===== src/rtl/debounce_pkg.sv =====
// Shared constants and sizing helpers for the debounce bank and its per-channel slice.
package debounce_pkg;

    localparam int DEFAULT_CLK_FREQ_KHZ = 100_000;
    localparam int DEFAULT_DEBOUNCE_MS  = 1;
    localparam int DEFAULT_HOLD_MS      = 500;
    localparam int DEFAULT_REPEAT_MS    = 100;

    function automatic int ms_to_cycles(input int khz, input int ms);
        return khz * ms;
    endfunction

    // Width that can hold every value 0..n inclusive.
    function automatic int cnt_width(input int n);
        return $clog2(n + 1);
    endfunction

endpackage


===== src/rtl/debounce_chan.sv =====
// One debounced channel: 2-flop synchroniser, stability counter, long-press counter.
// Auto-repeat of the hold pulse is built only when DEBOUNCE_BANK_REPEAT_EN is defined.
module debounce_chan
    import debounce_pkg::*;
#(
    parameter int THRESH      = 4,
    parameter int HOLD        = 20,
`ifdef DEBOUNCE_BANK_REPEAT_EN
    parameter int RPT         = 6,
`endif
    parameter bit RESET_LEVEL = 1'b0
) (
    input  logic clk,
    input  logic rst_n,
    input  logic src_i,
    output logic level_o,
    output logic rise_o,
    output logic fall_o,
    output logic hold_o,
    output logic busy_o
);

    localparam int CW = cnt_width(THRESH);
    localparam int HW = cnt_width(HOLD);
    localparam logic [CW-1:0] CNT_LAST  = CW'(THRESH - 1);
    localparam logic [HW-1:0] HOLD_LAST = HW'(HOLD - 1);
    localparam logic [HW-1:0] HOLD_MAX  = HW'(HOLD);

    logic          sync1_q, sync2_q;
    logic          level_q, level_d;
    logic [CW-1:0] cnt_q, cnt_d;
    logic [HW-1:0] hcnt_q, hcnt_d;
    logic          rise_q, rise_d;
    logic          fall_q, fall_d;
    logic          hold_q, hold_d;
    logic          first_hold_s;
    logic          rpt_hold_s;

    // Synchroniser and all channel state; async reset forces the idle level at once.
    always_ff @(posedge clk or negedge rst_n) begin
        if (!rst_n) begin
            sync1_q <= RESET_LEVEL;
            sync2_q <= RESET_LEVEL;
            level_q <= RESET_LEVEL;
            cnt_q   <= '0;
            hcnt_q  <= '0;
            rise_q  <= 1'b0;
            fall_q  <= 1'b0;
            hold_q  <= 1'b0;
        end else begin
            sync1_q <= src_i;
            sync2_q <= sync1_q;
            level_q <= level_d;
            cnt_q   <= cnt_d;
            hcnt_q  <= hcnt_d;
            rise_q  <= rise_d;
            fall_q  <= fall_d;
            hold_q  <= hold_d;
        end
    end

    // Stability counter: any agreeing sample restarts the disagreement run.
    always_comb begin
        level_d = level_q;
        cnt_d   = cnt_q;
        rise_d  = 1'b0;
        fall_d  = 1'b0;
        if (sync2_q == level_q) begin
            cnt_d = '0;
        end else if (cnt_q == CNT_LAST) begin
            level_d = sync2_q;
            cnt_d   = '0;
            rise_d  = sync2_q;
            fall_d  = ~sync2_q;
        end else begin
            cnt_d = cnt_q + CW'(1);
        end
    end

    // Long-press counter saturates at HOLD so it never wraps during a long press.
    always_comb begin
        hcnt_d = hcnt_q;
        if (!level_q) begin
            hcnt_d = '0;
        end else if (hcnt_q != HOLD_MAX) begin
            hcnt_d = hcnt_q + HW'(1);
        end else begin
            hcnt_d = hcnt_q;
        end
    end

    // A hold is suppressed if the level drops on the same edge, keeping events exclusive.
    assign first_hold_s = level_q & level_d & (hcnt_q == HOLD_LAST);

`ifdef DEBOUNCE_BANK_REPEAT_EN
    localparam int RW = cnt_width(RPT);
    localparam logic [RW-1:0] RPT_LAST = RW'(RPT - 1);

    logic [RW-1:0] rcnt_q, rcnt_d;

    // Repeat counter register.
    always_ff @(posedge clk or negedge rst_n) begin
        if (!rst_n) begin
            rcnt_q <= '0;
        end else begin
            rcnt_q <= rcnt_d;
        end
    end

    // Repeat counter runs only once the first hold has fired; reloads on each repeat.
    always_comb begin
        rcnt_d     = rcnt_q;
        rpt_hold_s = 1'b0;
        if (!level_q || (hcnt_q != HOLD_MAX)) begin
            rcnt_d = '0;
        end else if (rcnt_q == RPT_LAST) begin
            rcnt_d     = '0;
            rpt_hold_s = level_d;
        end else begin
            rcnt_d = rcnt_q + RW'(1);
        end
    end
`else
    assign rpt_hold_s = 1'b0;
`endif

    assign hold_d  = first_hold_s | rpt_hold_s;

    assign level_o = level_q;
    assign rise_o  = rise_q;
    assign fall_o  = fall_q;
    assign hold_o  = hold_q;
    assign busy_o  = sync2_q ^ level_q;

endmodule


===== src/rtl/debounce_bank.sv =====
// N_CH-channel debouncer with rise/fall/hold event pulses and a shared busy flag.
// Optional auto-repeat of hold is enabled by defining DEBOUNCE_BANK_REPEAT_EN.
module debounce_bank
    import debounce_pkg::*;
#(
    parameter int N_CH         = 4,
    parameter int CLK_FREQ_KHZ = DEFAULT_CLK_FREQ_KHZ,
    parameter int DEBOUNCE_MS  = DEFAULT_DEBOUNCE_MS,
    parameter int HOLD_MS      = DEFAULT_HOLD_MS,
    parameter int REPEAT_MS    = DEFAULT_REPEAT_MS,
    parameter bit RESET_LEVEL  = 1'b0
) (
    input  logic            clk,
    input  logic            rst_n,
    input  logic [N_CH-1:0] src,
    output logic [N_CH-1:0] level,
    output logic [N_CH-1:0] rise,
    output logic [N_CH-1:0] fall,
    output logic [N_CH-1:0] hold,
    output logic            busy
);

    localparam int THRESH = ms_to_cycles(CLK_FREQ_KHZ, DEBOUNCE_MS);
    localparam int HOLD   = ms_to_cycles(CLK_FREQ_KHZ, HOLD_MS);
    localparam int RPT    = ms_to_cycles(CLK_FREQ_KHZ, REPEAT_MS);
`ifdef DEBOUNCE_BANK_REPEAT_EN
    localparam bit REPEAT_EN = 1'b1;
`else
    localparam bit REPEAT_EN = 1'b0;
`endif

    // Counter widths assume THRESH >= 1 and HOLD >= 2; refuse to elaborate otherwise.
    if ((THRESH < 1) || (HOLD < 2) || (REPEAT_EN && (RPT < 1))) begin : g_bad_cfg
        $error("debounce_bank: THRESH must be >= 1, HOLD >= 2, RPT >= 1");
    end

    logic [N_CH-1:0] busy_s;

    for (genvar i = 0; i < N_CH; i++) begin : g_chan
        debounce_chan #(
            .THRESH      (THRESH),
            .HOLD        (HOLD),
`ifdef DEBOUNCE_BANK_REPEAT_EN
            .RPT         (RPT),
`endif
            .RESET_LEVEL (RESET_LEVEL)
        ) u_chan (
            .clk     (clk),
            .rst_n   (rst_n),
            .src_i   (src[i]),
            .level_o (level[i]),
            .rise_o  (rise[i]),
            .fall_o  (fall[i]),
            .hold_o  (hold[i]),
            .busy_o  (busy_s[i])
        );
    end

    assign busy = |busy_s;

endmodule

===== config.mk =====
export PLATFORM = sky130hd
export DESIGN_NAME = debounce_bank
export DESIGN_NICKNAME = d
export VERILOG_FILES = /design/src/rtl/debounce_pkg.sv /design/src/rtl/debounce_chan.sv /design/src/rtl/debounce_bank.sv
export SDC_FILE = /design/constraint.sdc
export NUM_CORES = 1
export LEC_CHECK = 0
export BUFFER_PORTS_ARGS = -buffer_cell sky130_fd_sc_hd__buf_2
export CAP_MARGIN = 10
export CORE_MARGIN = 8
export CORE_UTILIZATION = 30
export DETAILED_ROUTE_END_ITERATION = 12
export SETUP_SLACK_MARGIN = 0.2
export SLEW_MARGIN = 0
export SYNTH_ARGS = -nofsm -noshare
export SYNTH_HDL_FRONTEND = slang
export SYNTH_SLANG_ARGS = --single-unit

===== constraint.sdc =====
create_clock -name clk -period 4.05 [get_ports clk]
set_input_delay 0.405 -clock clk [delete_from_list [all_inputs] [get_ports clk]]
set_output_delay 0.405 -clock clk [all_outputs]
set_load 0.02 [all_outputs]

==> flow_summary_export.csv, run 1 <==
group,metric,value,unit
status,status,"completed",
detailed_routing,route.detailed.vias_per_inst,4.57,
power,p_leak,4.70,nW
cells_and_area,fillers,3290,
hold_path,worstHoldPathType,"in2async",
place,dp_slack,1.95,ns
cells_and_area,layout_commonest_cell,"sky130_fd_sc_hd__dfrtp_1",
global_routing,via_count_of_the_first_global_routing_pass,6479,
timing,min_period_over_period,58.4,%
global_routing,grt_first_pass_wirelength,31000,um
synthesis,postSynthNetCount,985,
cells_and_area,finalNetCount,986,
global_routing,grt_use_total,9.46,%
timing,report.final.setup_viol,0,
power,peakVddDrop,0.268,mV
cts,cts_post_setup_buffers_inserted,0,
detailed_routing,wl,17300,um
setup_path,worstSetupPathType,"reg2out",
floorplan,dieArea,0.0387,mm^2
cts,ctsLongestPathBuffers,2,
global_routing,pin_count_of_the_biggest_net_entering_global_routing,97,
cts,cts.root.buffer_cell,"sky130_fd_sc_hd__clkbuf_16",
place,gpl_wtd_cong,0.755,
detailed_routing,detailed_route_via_count,6501,
floorplan,fp.dieH,197,um
setup_path,critical_path_required,3.64,ns
detailed_routing,drtAntennaViolNets,0,
timing,setup_total_negative_slack,0,ns
cells_and_area,syn2layout_area_growth,10.8,%
cells_and_area,num_antenna_cells,0,
job,cap_violations,0,
cts,postCtsHoldBufs,0,
setup_path,crit_path_start_kind,"flop",
detailed_routing,first_pass_iters,4,
cts,cts_repair_resize_count,0,
cells_and_area,layout.area.seq,0.00490,mm^2
synthesis,synth_ff_type,"sky130_fd_sc_hd__dfrtp_1",
setup_path,endpoint_kind,"output pin",
synthesis,postSynth.asyncResetShare,100,%
timing,maxClockFrequency,423,MHz
setup_path,worst_path_arrival,1.96,ns
synthesis,synthesis_warning_total,0,
synthesis,cell_area_after_synthesis,0.00980,mm^2
timing,slew_headroom,39.3,%
place,dp_hpwl,11400,um
global_routing,grt_antenna_before_repair,1,
cells_and_area,final_layout_size_suffix_gt1_share,8.36,%
detailed_routing,wl_per_cell,12.2,um
synthesis,synth_sequential_area_ratio,50.1,%
synthesis,postSynthAreaPerCell,10.1,um^2
floorplan,core_area,0.0324,mm^2
cts,clk_latency,0.43,ns
detailed_routing,first_iter_violations,351,
timing,final_max_slew_viol_count,0,
cts,cts.sinks,196,
global_routing,grt_overflow,0,
synthesis,synth_enable_flop_cells,0,
setup_path,path_max_fanout,34,
cts,cts_tree,"yes",
synthesis,synth.ff_latch_count,196,
synthesis,yosys.cell_types.count,51,
floorplan,initial_core_util,30.3,%
power,power_per_cell_area,345,mW/mm^2
synthesis,synthCells,967,
timing,rsz0062_at_grt,"no",
cells_and_area,layout.cells.most_common_list,"sky130_fd_sc_hd__dfrtp_1, sky130_fd_sc_hd__nor2_1, sky130_fd_sc_hd__xor2_1, sky130_fd_sc_hd__xnor2_1, sky130_fd_sc_hd__nand2_1",
floorplan,rows,66,
timing,period_minus_slack,2.37,ns
cts,clkSlewWorstSetupHoldPaths,0.07,ns
timing,final.setup.worst_slack,1.68,ns
cts,h-tree-depth,4,
floorplan,num_io_pins,23,
timing,final-hold-violation-count,0,
cells_and_area,multi_input_comb_area,0.00456,mm^2
timing,worst_slew_pin_slew,0.910,ns
floorplan,die-width,197,um
timing,timing.clock.skew,0.0120,ns
place,portBuffers,22,
cts,number_of_buffers_created_by_cts,17,
detailed_routing,drc_viols,0,
## path summary, 6_finish.rpt
path	startpoint	endpoint	slack, ns	cells after the start
max	g_chan[0].u_chan.level_o$_DFF_PN0_	busy	1.68	3
max in group asynchronous	rst_n	g_chan[1].u_chan.hcnt_q[17]$_DFFE_PN0P_	3.03	2
min in group clk	src[3]	g_chan[3].u_chan.sync1_q$_DFF_PN0_	0.08	1
min	rst_n	g_chan[2].u_chan.hcnt_q[20]$_DFFE_PN0P_	0.01	1
max reg2reg	g_chan[3].u_chan.level_o$_DFF_PN0_	g_chan[3].u_chan.hold_o$_DFF_PN0_	1.99	3
min reg2reg	g_chan[3].u_chan.sync1_q$_DFF_PN0_	g_chan[3].u_chan.sync2_q$_DFF_PN0_	0.35	0
## per-stage QoR
| step | instance area (um^2) | std cells | util (%) | hold slack (ns) | power, mW |
|---|---|---|---|---|---|
| after global placement | 10300 | 1391 | 31.7 | 0.332 | 2.10 |
| after global routing | 10900 | 1423 | 33.5 | 0.0530 | 3.91 |
| after floorplan | 9800 | 967 | - | 0.109 | 2.05 |
| final | 10900 | 1423 | 33.5 | 0.0135 | 3.75 |
| after detailed placement | 10300 | 1391 | 31.7 | 0.335 | 2.10 |
| after CTS | 10900 | 1423 | 33.5 | 0.0518 | 3.82 |
## cell families after synthesis
| kind of cell | count (synthesis) | share of synthesized area (%) |
|---|---|---|
| XOR/XNOR | 151 | 13.5 |
| buffers and inverters | 66 | 3.36 |
| adder cells (fa/ha/maj) | 12 | 1.53 |
| AO/OA/AOI/OAI | 24 | 1.43 |
| multiplexers | 8 | 0.868 |
| AND/OR/NAND/NOR | 510 | 29.2 |
| flip-flops | 196 | 50.1 |
## cell usage after synthesis, types with 12 or more instances
library cell | instances | area share, %
sky130_fd_sc_hd__nand2_1 | 63 | 2.4
sky130_fd_sc_hd__clkbuf_1 | 13 | 0.50
sky130_fd_sc_hd__buf_4 | 18 | 1.4
sky130_fd_sc_hd__nor3_1 | 33 | 1.7
sky130_fd_sc_hd__dfrtp_1 | 196 | 50
sky130_fd_sc_hd__nand4_1 | 39 | 2.5
sky130_fd_sc_hd__nor2_1 | 141 | 5.4
sky130_fd_sc_hd__nand3_1 | 56 | 2.9
sky130_fd_sc_hd__ha_1 | 12 | 1.5
sky130_fd_sc_hd__and3_1 | 34 | 2.2
sky130_fd_sc_hd__xnor2_1 | 70 | 6.3
sky130_fd_sc_hd__and4_1 | 15 | 1.3
sky130_fd_sc_hd__xor2_1 | 81 | 7.2
sky130_fd_sc_hd__and2_1 | 51 | 3.3
sky130_fd_sc_hd__inv_1 | 22 | 0.84
## flip-flops by register name, indices dropped and copies added, names as in the netlist
signal                 count
g_chan.u_chan.level_o      4
g_chan.u_chan.fall_o       4
g_chan.u_chan.sync2_q      4
g_chan.u_chan.sync1_q      4
g_chan.u_chan.hcnt_q     104
g_chan.u_chan.cnt_q       68
g_chan.u_chan.rise_o       4
g_chan.u_chan.hold_o       4
## critical path, stage by stage, from the launching register on
cell	delay, ns
sky130_fd_sc_hd__dfrtp_1	0.94
sky130_fd_sc_hd__xnor2_1	0.24
sky130_fd_sc_hd__nand4b_1	0.15
sky130_fd_sc_hd__buf_2	0.20
## power breakdown
part           internal [mW]  total [mW]  leakage, nW  switching (mW)
logic                 0.0172      0.0748         1.70          0.0576
clock network          0.930        1.69        0.291           0.761
registers               1.97        1.98         2.71          0.0141
## cell type report
type	count	share of cell area, %
flip-flops and latches	196	45.2
multi-input cells	705	42.0
well taps	442	5.10
clock buffers	21	4.43
repair buffers	24	1.35
clock inverters	11	1.07
inverters	24	0.830
## per-layer routing
metal  wire length, um  up-vias  GRT usage [%]
met2              7990       53           15.1
li1                  -     3256              -
met1              8580     3176           12.6
met4               216        2           3.43
met5                13        -              0
met3               545       14           1.88
No activity file was read; power rests on OpenSTA's default activity.
==> run 2: changes to the inputs <==
- clock period: 4.05 -> 2.16 ns (I/O delays scaled with it)
==> run 2 against run 1 <==
Utilization grew 0.68 points. Die area is the same. Via count grew 0.83%. Combinational power grew 130%. Hold slack gained 0.34 ns. Sequential power grew 88%. First-iteration DRC count shrank 17%. Largest cell class unchanged. Highest routed layer is now met4.
==> flow_summary_export.csv, run 2 (same netlist as run 1, synthesis figures left out) <==
group,metric,value,unit
cts,cts.root.buffer_cell,"sky130_fd_sc_hd__clkbuf_16",
detailed_routing,detailed_route_via_count,6555,
cells_and_area,finalNetCount,1008,
cells_and_area,registers.top_by_ff_count,"g_chan.u_chan.hcnt_q",
setup_path,worst_path_arrival,1.65,ns
timing,min_period_over_period,86.3,%
place,dpl.cell_count,1405,
global_routing,grt_first_pass_wirelength,31800,um
cells_and_area,layout.cells.most_common_list,"sky130_fd_sc_hd__dfrtp_1, sky130_fd_sc_hd__nor2_1, sky130_fd_sc_hd__xor2_1, sky130_fd_sc_hd__xnor2_1, sky130_fd_sc_hd__nand2_1",
global_routing,grt_overflow,0,
timing,final_max_slew_viol_count,0,
cts,ctsLongestPathBuffers,2,
cells_and_area,final_layout_size_suffix_gt1_share,10.1,%
floorplan,initial_core_util,30.3,%
detailed_routing,drc_viols,0,
timing,period_minus_slack,1.87,ns
power,power_per_cell_area,641,mW/mm^2
detailed_routing,route.detailed.vias_per_inst,4.54,
floorplan,die-width,197,um
timing,final.hold.worst_slack,0.351,ns
power,p_leak,4.82,nW
cells_and_area,top_regs,"g_chan.u_chan.hcnt_q (104), g_chan.u_chan.cnt_q (68)",
timing,final-hold-violation-count,0,
power,peakVddDrop,0.353,mV
timing,timing.clock.skew,0.0121,ns
place,dp_hpwl,11900,um
detailed_routing,wl_per_cell,12.5,um
place,gpl_wtd_cong,0.758,
floorplan,dieArea,0.0387,mm^2
cells_and_area,num_antenna_cells,0,
detailed_routing,first_iter_violations,292,
global_routing,pin_count_of_the_biggest_net_entering_global_routing,69,
timing,report.final.setup_viol,0,
setup_path,critical_path_required,1.94,ns
timing,final.setup.worst_slack,0.295,ns
timing,maxClockFrequency,536,MHz
status,status,"completed",
detailed_routing,first_pass_iters,4,
power,power_total,7.10,mW
hold_path,worstHoldPathType,"in2async",
place,dp_slack,0.0996,ns
detailed_routing,wl,18000,um
setup_path,crit_path_start_kind,"flop",
cells_and_area,largest_reg_flops,104,
setup_path,worstSetupPathType,"reg2out",
place,portBuffers,22,
global_routing,via_count_of_the_first_global_routing_pass,6557,
cells_and_area,layout_commonest_cell,"sky130_fd_sc_hd__dfrtp_1",
setup_path,path_max_fanout,3,
global_routing,grt_use_total,9.75,%
floorplan,rows,66,
cts,h-tree-depth,4,
job,cap_violations,0,
floorplan,num_io_pins,23,
global_routing,grt_antenna_before_repair,0,
timing,setup_total_negative_slack,0,ns
timing,rsz0062_at_grt,"no",
floorplan,core_area,0.0324,mm^2
cts,clkSlewWorstSetupHoldPaths,0.07,ns
cts,number_of_buffers_created_by_cts,17,
cells_and_area,layoutNonFillerInstCount,1444,
cells_and_area,syn2layout_area_growth,13.0,%
detailed_routing,drtAntennaViolNets,0,
cts,cts_tree,"yes",
timing,slew_headroom,61.7,%
cts,clk_latency,0.43,ns
timing,worst_slew_pin_slew,0.575,ns
setup_path,endpoint_kind,"output pin",
cts,cts.sinks,196,
floorplan,fp.dieH,197,um
==> run 2: cell count changes in the layout (fill, tap and decap cells not counted), sizes merged <==
cell,change
buf,+17
dlygate4sd3,+5
inv,-2
bufinv,+1
==> run 2: worst paths after layout <==
check,startpoint,depth (start not counted),slack (ns),to
max in group asynchronous,rst_n,3,1.15,g_chan[1].u_chan.hcnt_q[23]$_DFFE_PN0P_
worst min register to register,g_chan[3].u_chan.sync1_q$_DFF_PN0_,0,0.35,g_chan[3].u_chan.sync2_q$_DFF_PN0_
worst max-delay path,g_chan[2].u_chan.sync2_q$_DFF_PN0_,3,0.29,busy
worst min-delay path,rst_n,2,0.35,g_chan[2].u_chan.hcnt_q[2]$_DFFE_PN0P_
worst max register to register,g_chan[0].u_chan.hcnt_q[0]$_DFFE_PN0P_,7,0.34,g_chan[0].u_chan.hcnt_q[24]$_DFFE_PN0P_
min in group clk,g_chan[3].u_chan.sync1_q$_DFF_PN0_,0,0.35,g_chan[3].u_chan.sync2_q$_DFF_PN0_
==> run 2: where the power goes <==
| part | internal [mW] | switching, mW | leakage [nW] |
|---|---|---|---|
| combinational | 0.0533 | 0.116 | 1.83 |
| clock | 1.80 | 1.40 | 0.286 |
| sequential | 3.69 | 0.0288 | 2.71 |
==> run 2: critical path: stages (launching register included) <==
cell                       delay [ns]
sky130_fd_sc_hd__dfrtp_1         0.41
sky130_fd_sc_hd__xnor2_1         0.32
sky130_fd_sc_hd__nand4b_1        0.26
sky130_fd_sc_hd__buf_2           0.23
==> run 2: metrics by stage <==
stage,area (um^2),utilization [%]
after floorplan,9800,-
after global placement,10400,32.1
after detailed placement,10400,32.1
after CTS,11000,34.1
after global routing,11100,34.2
final,11100,34.2
==> run 2: repair_timing <==
item,4_1_cts,5_1_grt
endpoints found under the setup margin,18,42
resized for setup,3,2
setup buffers,0,3
endpoints found under the hold margin,67,0
pin swaps,0,2
hold buffers,5,0
==> run 2: area by class of cell <==
cell class	instances	area, um^2
inverter	24	90.1
timing repair buffer	46	349
fill	3332	21300
multi-input combinational	705	4590
tap	442	553
sequential	196	4900
clock buffer	21	470
clock inverter	10	120
==> run 2: routing by layer <==
| metal | track usage [%] | share of wire (%) | vias up |
|---|---|---|---|
| met5 | 0 | 0 | - |
| met1 | 12.9 | 50 | 3204 |
| met3 | 1.72 | 1.9 | 14 |
| met2 | 16.0 | 47 | 42 |
| li1 | - | - | 3295 |
| met4 | 3.18 | 1.3 | 0 |
